===== src/rtl/lz_lookahead_buffer.sv =====
// lz_lookahead_buffer: 7-byte lookahead stage of an LZ77 compressor.
// Collects input bytes, asks the search stage for a match on the buffered
// lookahead, emits a literal or match token, then retires the consumed bytes
// into the search history before refilling.
// Optional feature: define LZ_LOOKAHEAD_STATS_EN to add the stat_literals /
// stat_matches token counters.
module lz_lookahead_buffer #(
    parameter int unsigned MIN_MATCH = 3,
    parameter int unsigned IDX_W     = 12
) (
    input  logic             clock,
    input  logic             reset,

    input  logic             inData_valid,
    output logic             inData_ready,
    input  logic [7:0]       inData_bits,
    input  logic             inData_last,

    output logic             patternData_valid,
    input  logic             patternData_ready,
    output logic [55:0]      patternData_pattern,
    output logic [2:0]       patternData_length,

    input  logic             matchResult_valid,
    output logic             matchResult_ready,
    input  logic [IDX_W-1:0] matchResult_index,
    input  logic [2:0]       matchResult_length,

    output logic             writeData_valid,
    input  logic             writeData_ready,
    output logic [7:0]       writeData_bits,

    output logic             token_valid,
    input  logic             token_ready,
    output logic             token_isMatch,
    output logic [7:0]       token_literal,
    output logic [IDX_W-1:0] token_index,
    output logic [2:0]       token_length,

    output logic             done
`ifdef LZ_LOOKAHEAD_STATS_EN
    ,
    output logic [15:0]      stat_literals,
    output logic [15:0]      stat_matches
`endif
);

    typedef enum logic [2:0] {
        StFill,
        StSearch,
        StWait,
        StEmit,
        StRetire,
        StDone
    } state_e;

    state_e           r_state;
    logic [6:0][7:0]  r_buf;
    logic [2:0]       r_count;
    logic [2:0]       r_rem;
    logic             r_eos;
    logic             r_tok_is_match;
    logic [7:0]       r_tok_literal;
    logic [IDX_W-1:0] r_tok_index;
    logic [2:0]       r_tok_length;

    logic             w_in_ready;
    logic             w_in_fire;
    logic             w_is_match;

    assign w_in_ready = (r_state == StFill) && (r_count != 3'd7) && !r_eos;
    assign w_in_fire  = w_in_ready && inData_valid;

    // A zero-length result never qualifies, so rem can never start at 0.
    assign w_is_match = (matchResult_length != 3'd0) &&
                        ({29'd0, matchResult_length} >= MIN_MATCH) &&
                        (matchResult_length <= r_count);

    // Control FSM, lookahead buffer and captured token fields.
    always_ff @(posedge clock or negedge reset) begin
        if (!reset) begin
            r_state        <= StFill;
            r_buf          <= '0;
            r_count        <= '0;
            r_rem          <= '0;
            r_eos          <= 1'b0;
            r_tok_is_match <= 1'b0;
            r_tok_literal  <= '0;
            r_tok_index    <= '0;
            r_tok_length   <= '0;
        end else begin
            case (r_state)
                StFill: begin
                    if (w_in_fire) begin
                        r_buf[r_count] <= inData_bits;
                        r_count        <= r_count + 3'd1;
                        if (inData_last) begin
                            r_eos <= 1'b1;
                        end
                    end
                    // Exit decisions use registered count/eos, so no byte is
                    // accepted in the cycle the state leaves FILL.
                    if ((r_count == 3'd7) || (r_eos && (r_count != 3'd0))) begin
                        r_state <= StSearch;
                    end else if (r_eos) begin
                        r_state <= StDone;
                    end
                end
                StSearch: begin
                    if (patternData_ready) begin
                        r_state <= StWait;
                    end
                end
                StWait: begin
                    if (matchResult_valid) begin
                        if (w_is_match) begin
                            r_tok_is_match <= 1'b1;
                            r_tok_literal  <= 8'h00;
                            r_tok_index    <= matchResult_index;
                            r_tok_length   <= matchResult_length;
                            r_rem          <= matchResult_length;
                        end else begin
                            r_tok_is_match <= 1'b0;
                            r_tok_literal  <= r_buf[0];
                            r_tok_index    <= '0;
                            r_tok_length   <= 3'd1;
                            r_rem          <= 3'd1;
                        end
                        r_state <= StEmit;
                    end
                end
                StEmit: begin
                    if (token_ready) begin
                        r_state <= StRetire;
                    end
                end
                StRetire: begin
                    if (writeData_ready) begin
                        r_buf   <= {8'h00, r_buf[6:1]};
                        r_count <= r_count - 3'd1;
                        r_rem   <= r_rem - 3'd1;
                        if (r_rem == 3'd1) begin
                            r_state <= StFill;
                        end
                    end
                end
                StDone: begin
                    r_state <= StDone;
                end
                default: begin
                    r_state <= StFill;
                end
            endcase
        end
    end

    // Interface decode from the registered state; unused bytes of the pattern read as 0.
    always_comb begin
        inData_ready        = w_in_ready;
        patternData_valid   = (r_state == StSearch);
        patternData_length  = r_count;
        matchResult_ready   = (r_state == StWait);
        token_valid         = (r_state == StEmit);
        writeData_valid     = (r_state == StRetire);
        writeData_bits      = r_buf[0];
        done                = (r_state == StDone);
        patternData_pattern = '0;
        for (int k = 0; k < 7; k++) begin
            if (r_count > 3'(k)) begin
                patternData_pattern[8*k +: 8] = r_buf[k];
            end
        end
    end

    assign token_isMatch = r_tok_is_match;
    assign token_literal = r_tok_literal;
    assign token_index   = r_tok_index;
    assign token_length  = r_tok_length;

`ifdef LZ_LOOKAHEAD_STATS_EN
    logic [15:0] r_stat_literals;
    logic [15:0] r_stat_matches;
    logic        w_tok_fire;

    assign w_tok_fire = (r_state == StEmit) && token_ready;

    // Saturating counts of accepted literal and match tokens.
    always_ff @(posedge clock or negedge reset) begin
        if (!reset) begin
            r_stat_literals <= '0;
            r_stat_matches  <= '0;
        end else if (w_tok_fire) begin
            if (r_tok_is_match) begin
                if (r_stat_matches != 16'hFFFF) begin
                    r_stat_matches <= r_stat_matches + 16'd1;
                end
            end else begin
                if (r_stat_literals != 16'hFFFF) begin
                    r_stat_literals <= r_stat_literals + 16'd1;
                end
            end
        end
    end

    assign stat_literals = r_stat_literals;
    assign stat_matches  = r_stat_matches;
`endif

endmodule


===== config.mk =====
export PLATFORM = sky130hd
export DESIGN_NAME = lz_lookahead_buffer
export DESIGN_NICKNAME = d
export VERILOG_FILES = /design/src/rtl/lz_lookahead_buffer.sv
export SDC_FILE = /design/constraint.sdc
export NUM_CORES = 1
export LEC_CHECK = 0
export CAP_MARGIN = 30
export CORE_MARGIN = 2
export CORE_UTILIZATION = 49
export CTS_CLUSTER_SIZE = 16
export DETAILED_ROUTE_END_ITERATION = 7
export GPL_TIMING_DRIVEN = 0
export PLACE_DENSITY_LB_ADDON = 0.08
export SYNTH_ARGS = -nofsm -noshare
export SYNTH_HDL_FRONTEND = slang
export SYNTH_SLANG_ARGS = --single-unit

===== constraint.sdc =====
create_clock -name clock -period 3.05 [get_ports clock]
set_input_delay 0.61 -clock clock [delete_from_list [all_inputs] [get_ports clock]]
set_output_delay 0.61 -clock clock [all_outputs]
set_load 0.005 [all_outputs]

==> results of run 1 <==
placed cells by master (no fill, tap or decap), types with 10 or more instances in the layout:
cell	count
a21oi_1	17
a22o_1	39
and2_1	40
buf_4	12
clkbuf_1	17
clkbuf_8	10
clkdlybuf4s50_1	126
dfrtp_1	90
ha_1	11
mux2_2	47
nand2_1	82
nor2b_1	16
o21ai_0	16
cells by family (layout without fill, tap and decap cells):
| kind of cell | after synthesis | count (layout) | synth area share, % |
|---|---|---|---|
| and+or+nand+nor | 191 | 191 | 19.93 |
| DFF | 90 | 90 | 46.34 |
| AOI/OAI and AO/OA | 91 | 91 | 14.98 |
| adders and majority gates | 11 | 11 | 2.832 |
| muxes | 50 | 50 | 11.51 |
| xor gates and xnor gates | 1 | 1 | 0.1803 |
| buffers and inverters | 43 | 189 | 4.222 |
layer usage:
metal  vias up  part of all wire, %  track usage [%]
met3        21                  5.9            4.720
met2       145                   49            40.59
li1       1945                    -                -
met4         0                  2.1            11.20
met1      2050                   43            33.32
met5         -                    0                0
area by class of cell:
cell class	count	area, um2	share of cell area [%]
Multi-Input combinational cell	344	2464	37.19
Sequential cell	90	2252	34.00
Timing Repair Buffer	131	1319	19.91
Buffer	32	182.7	2.758
Tap cell	133	166.4	2.512
Clock buffer	12	145.1	2.191
Clock inverter	4	51.30	0.7745
Inverter	10	43.79	0.6611
timing repair:
item,CTS,global route
setup endpoints to repair,76,71
buffers inserted,0,3
gates cloned,0,0
gates resized for setup,17,13
registers in the layout, summed over array words and instances (netlist names):
signal              cells
r_state                 3
r_buf                  48
token_literal           8
token_isMatch           1
patternData_length      3
writeData_bits          8
r_rem                   3
token_index            12
r_eos                   1
token_length            3
critical path: stages, from the launching register on:
cell and delay (ns):
dfrtp_1 0.43, buf_6 0.19, clkinvlp_4 0.18, ha_1 0.28, nor2_4 0.22, and2_1 0.20, clkdlybuf4s50_1 0.51
worst paths after layout:
path / cells past startpoint / end / slack (ns) / startpoint
worst max-delay path: 6 / patternData_pattern[31] / 0.05 / patternData_length[2]
worst min-delay path: 1 / r_state[1] / 0.24 / reset
worst max register to register: 8 / token_index[11] / 0.25 / patternData_length[2]
worst min register to register: 1 / token_isMatch / 0.48 / token_isMatch
max in group asynchronous: 2 / token_literal[6] / 2.17 / reset
min in group clock: 1 / token_isMatch / 0.48 / token_isMatch
power breakdown:
| group | leakage (nW) | switching, mW | internal [mW] |
|---|---|---|---|
| combinational | 1.64 | 1.44 | 1.67 |
| sequential | 1.17 | 0.363 | 1.70 |
| clock | 0.0966 | 0.435 | 0.402 |
==> out/metrics.cfg, run 1 <==
[synth]
synth_top_cell_by_area = dfrtp_1
yosys_register_bits = 90
syn_inst = 477
synth.distinct_cells = 46
synth_area_um2 = 4860
ys.flop_type = dfrtp_1
synth_edf_count = 0
synth_warnings = 0
synthMostInstantiatedCell = dfrtp_1
syn-num-nets = 519
ys_async_sr_fraction_pct = 100.0
avgSynthCellArea_um2 = 10.19
ys_seq_area_share_pct = 46.34
yosys-top-cells-count = dfrtp_1 (90), nand2_1 (82), mux2_2 (47)
netlist_top_cells_area = dfrtp_1 (46%), mux2_2 (11%), a22o_1 (7.0%)
synth_top_area_share_pct = 46.34

[final_layout]
area_growth_pct = 36.30
nets = 660
design_area_um2 = 6624
drive_above_1_share_pct = 17.01
diodes = 0
fin_cells = 756
nFillCells = 778
fin_util_pct = 68.40

[route]
viasPerCell = 5.504
routed_wl_um = 13250
dr_total_vias = 4161
drtPass1Iterations = 5
ant_nets = 0
first_iter_violations = 220
wl_per_cell_um = 17.52
post-route-drc-count = 0

[floorplanning]
initial_utilization_pct = 50.18
die_w_um = 103.6
die-area_um2 = 10730
core_area_um2 = 9684
ios = 128
rows = 36
floorplan.die.height_um = 103.6

[grt]
grt_usage_pct = 25.19
grt_max_degree = 47
grt-ovfl-total = 0
grt_pass1_vias = 4134
antenna_found_initial = 0
grt_pass1_wl_um = 21580

[critical_path]
critPathLaunchType = flip-flop
crit_fanout = 10
crit_type = flip-flop to primary output
cp.arrival_ns = 2.39
end_kind = primary output
cp_data_required_time_ns = 2.44

[placement]
gp_congestion = 0.8275
dpl.cell_count = 738
dpl_cell_area_um2 = 6322
dp_slack_ns = -0.3157
numPortBuffers = 127
hpwl_um = 9567

[clock_tree]
clockRootBuffer = clkbuf_8
clk_latency_ns = 0.37
cts_max_level = 3
cts_made_buffers = 9
cts_tree = done
clk_path_buf_depth = 2
clock_sinks = 90
clkTransAtPathRegs_ns = 0.09
ctsHoldBuffers = 0

[timing]
post-route-period-util_pct = 98.27
final_hold_viol_count = 0
skew_ns = 0.008520
setup_violations = 0
finalWorstSetupSlack_ns = 0.05280
worst_pin_slew_ns = 0.9652
worst_hold_slack_ns = 0.2442
maxSlewHeadroom_pct = 35.16
fin_setup_tns_ns = 0
fmaxAchievable_mhz = 333.6
slew_violations = 0
min_period_ns = 2.997

[outcome]
outcome = finished clean

[power]
ir_drop_mv = 0.5088
power_density_nw_per_um2 = 906.4
p_leak_nw = 2.898
power_mw = 6.004

[min_path]
hold_class = input pin to async pin

[run]
max_cap_viol_count = 0

Note: power is estimated with default switching activity, not from simulation.
==> run 2, diff against run 1 <==
Settings changed: SLEW_MARGIN set to 20.
==> out/metrics.cfg, run 2 (synthesized netlist as in run 1, its figures left out) <==
[outcome]
outcome = finished clean

[critical_path]
cpLargestDelayFamily = buffers and inverters
cp_cell_sequence = buf_6 > clkinvlp_4 > ha_1 > nor2_4 > and2_1 > clkdlybuf4s50_1
rr_worst_depth = 8
max_stage_delay_ns = 0.51
slowest_stage = clkdlybuf4s50_1
crit_type = flip-flop to primary output
critPathLaunchType = flip-flop
path_buf_inv = 3
end_kind = primary output
crit_fanout = 10
cp.depth = 6
cp.arrival_ns = 2.39
cp_data_required_time_ns = 2.44

[timing]
skew_ns = 0.008635
min_period_ns = 3.004
final_hold_viol_count = 0
worst_pin_slew_ns = 0.6347
setup_violations = 0
post-route-period-util_pct = 98.48
worst_hold_slack_ns = 0.1460
maxSlewHeadroom_pct = 57.36
slew_violations = 0
fmaxAchievable_mhz = 332.9

[final_layout]
fin_cells = 758
diodes = 0
largest_register_ffs = 48
layout_common_cells = clkdlybuf4s50_1 (126), dfrtp_1 (90), nand2_1 (82), mux2_2 (47), and2_1 (40)
final_common_cell = clkdlybuf4s50_1
drive_above_1_share_pct = 17.12
nets = 662
nFillCells = 782
area_growth_pct = 36.46
regMostFlops = r_buf
fin_util_pct = 68.48

[clock_tree]
clk_latency_ns = 0.38
clockRootBuffer = clkbuf_8
clk_path_buf_depth = 2
clkTransAtPathRegs_ns = 0.09
clock_sinks = 90
cts_made_buffers = 9
ctsHoldBuffers = 0
cts_tree = done
cts_max_level = 3

[grt]
grt_use_met2_pct = 40.59
top_usage_layer = met2
grt-ovfl-total = 0
use_met3_pct = 4.720
use_met1_pct = 33.32
antenna_found_initial = 0
grt_pass1_wl_um = 21580
grt_usage_pct = 25.19
grt_max_degree = 47
grt_pass1_vias = 4134

[placement]
numPortBuffers = 127
gp_congestion = 0.8275
hpwl_um = 9566
dpl.cell_count = 738

[power]
ir_drop_mv = 0.5100
power_density_nw_per_um2 = 905.2
power_mw = 6.003
p_leak_nw = 2.908

[floorplanning]
die_w_um = 103.6
ios = 128
initial_utilization_pct = 50.18
floorplan.die.height_um = 103.6
core_area_um2 = 9684
die-area_um2 = 10730
rows = 36

[route]
dr_total_vias = 4187
routed_wl_um = 13170
first_iter_violations = 205
viasPerCell = 5.524
ant_nets = 0
wl_per_cell_um = 17.37
post-route-drc-count = 0
drtPass1Iterations = 4

[min_path]
hold_class = input pin to async pin

[run]
max_cap_viol_count = 0

-- run 2: changes by cell type in the layout (fill, tap and decap cells not counted), sizes merged --
cell    change
clkbuf      +2
-- run 2: cell type report --
class / instances / area (um2) / area share [%]
timing repair buffer: 133 / 1333 / 20.09
clock inverter: 4 / 51.30 / 0.7736
sequential: 90 / 2252 / 33.96
buffer: 32 / 182.7 / 2.755
tap: 133 / 166.4 / 2.509
inverter: 10 / 43.79 / 0.6604
multi-input combinational: 344 / 2457 / 37.06
clock buffer: 12 / 145.1 / 2.189
-- run 2: report_power, final --
group          leakage [nW]  total [mW]  internal, mW  switching, mW
clock                0.0966       0.837         0.402          0.435
combinational          1.65        3.11          1.68           1.43
sequential             1.17        2.06          1.70          0.360
-- run 2: what timing repair did --
item	in CTS	in global routing
resized for setup	17	12
setup buffers	0	3
setup endpoints to repair	76	69
-- run 2: path summary, 6_finish.rpt --
kind / slack, ns / to / startpoint
setup reg to reg: 0.24 / token_index[11] / patternData_length[2]
setup / recovery: 0.05 / patternData_pattern[31] / patternData_length[2]
hold / removal: 0.15 / r_state[1] / reset
max in group asynchronous: 2.33 / r_buf[17] / reset
hold reg to reg: 0.48 / token_isMatch / token_isMatch
min in group clock: 0.48 / token_isMatch / token_isMatch
-- run 2: worst register-to-register path: stages, from the launching register on --
cell and delay, ns:
dfrtp_1 0.42, buf_6 0.20, clkinvlp_4 0.19, buf_4 0.17, ha_1 0.19, o311ai_1 0.54, nor3b_1 0.41, clkbuf_1 0.43
a22o_1 0.20
-- run 2: through the flow --
step	cell area, um2	TNS [ns]	setup slack, ns
final	6631	0	0.04635
after global routing	6631	-0.09318	-0.02111
after CTS	6573	-0.002977	-0.002977
after detailed placement	6326	-7.187	-0.3157
after global placement	6297	-183.40	-1.973
after floorplan	4860	0	0.5434
-- run 2: routing by layer --
layer,vias to the layer above,part of all wire (%)
met3,40,6.1
li1,1946,-
met2,168,47
met1,2033,43
met4,0,3.4
met5,-,0
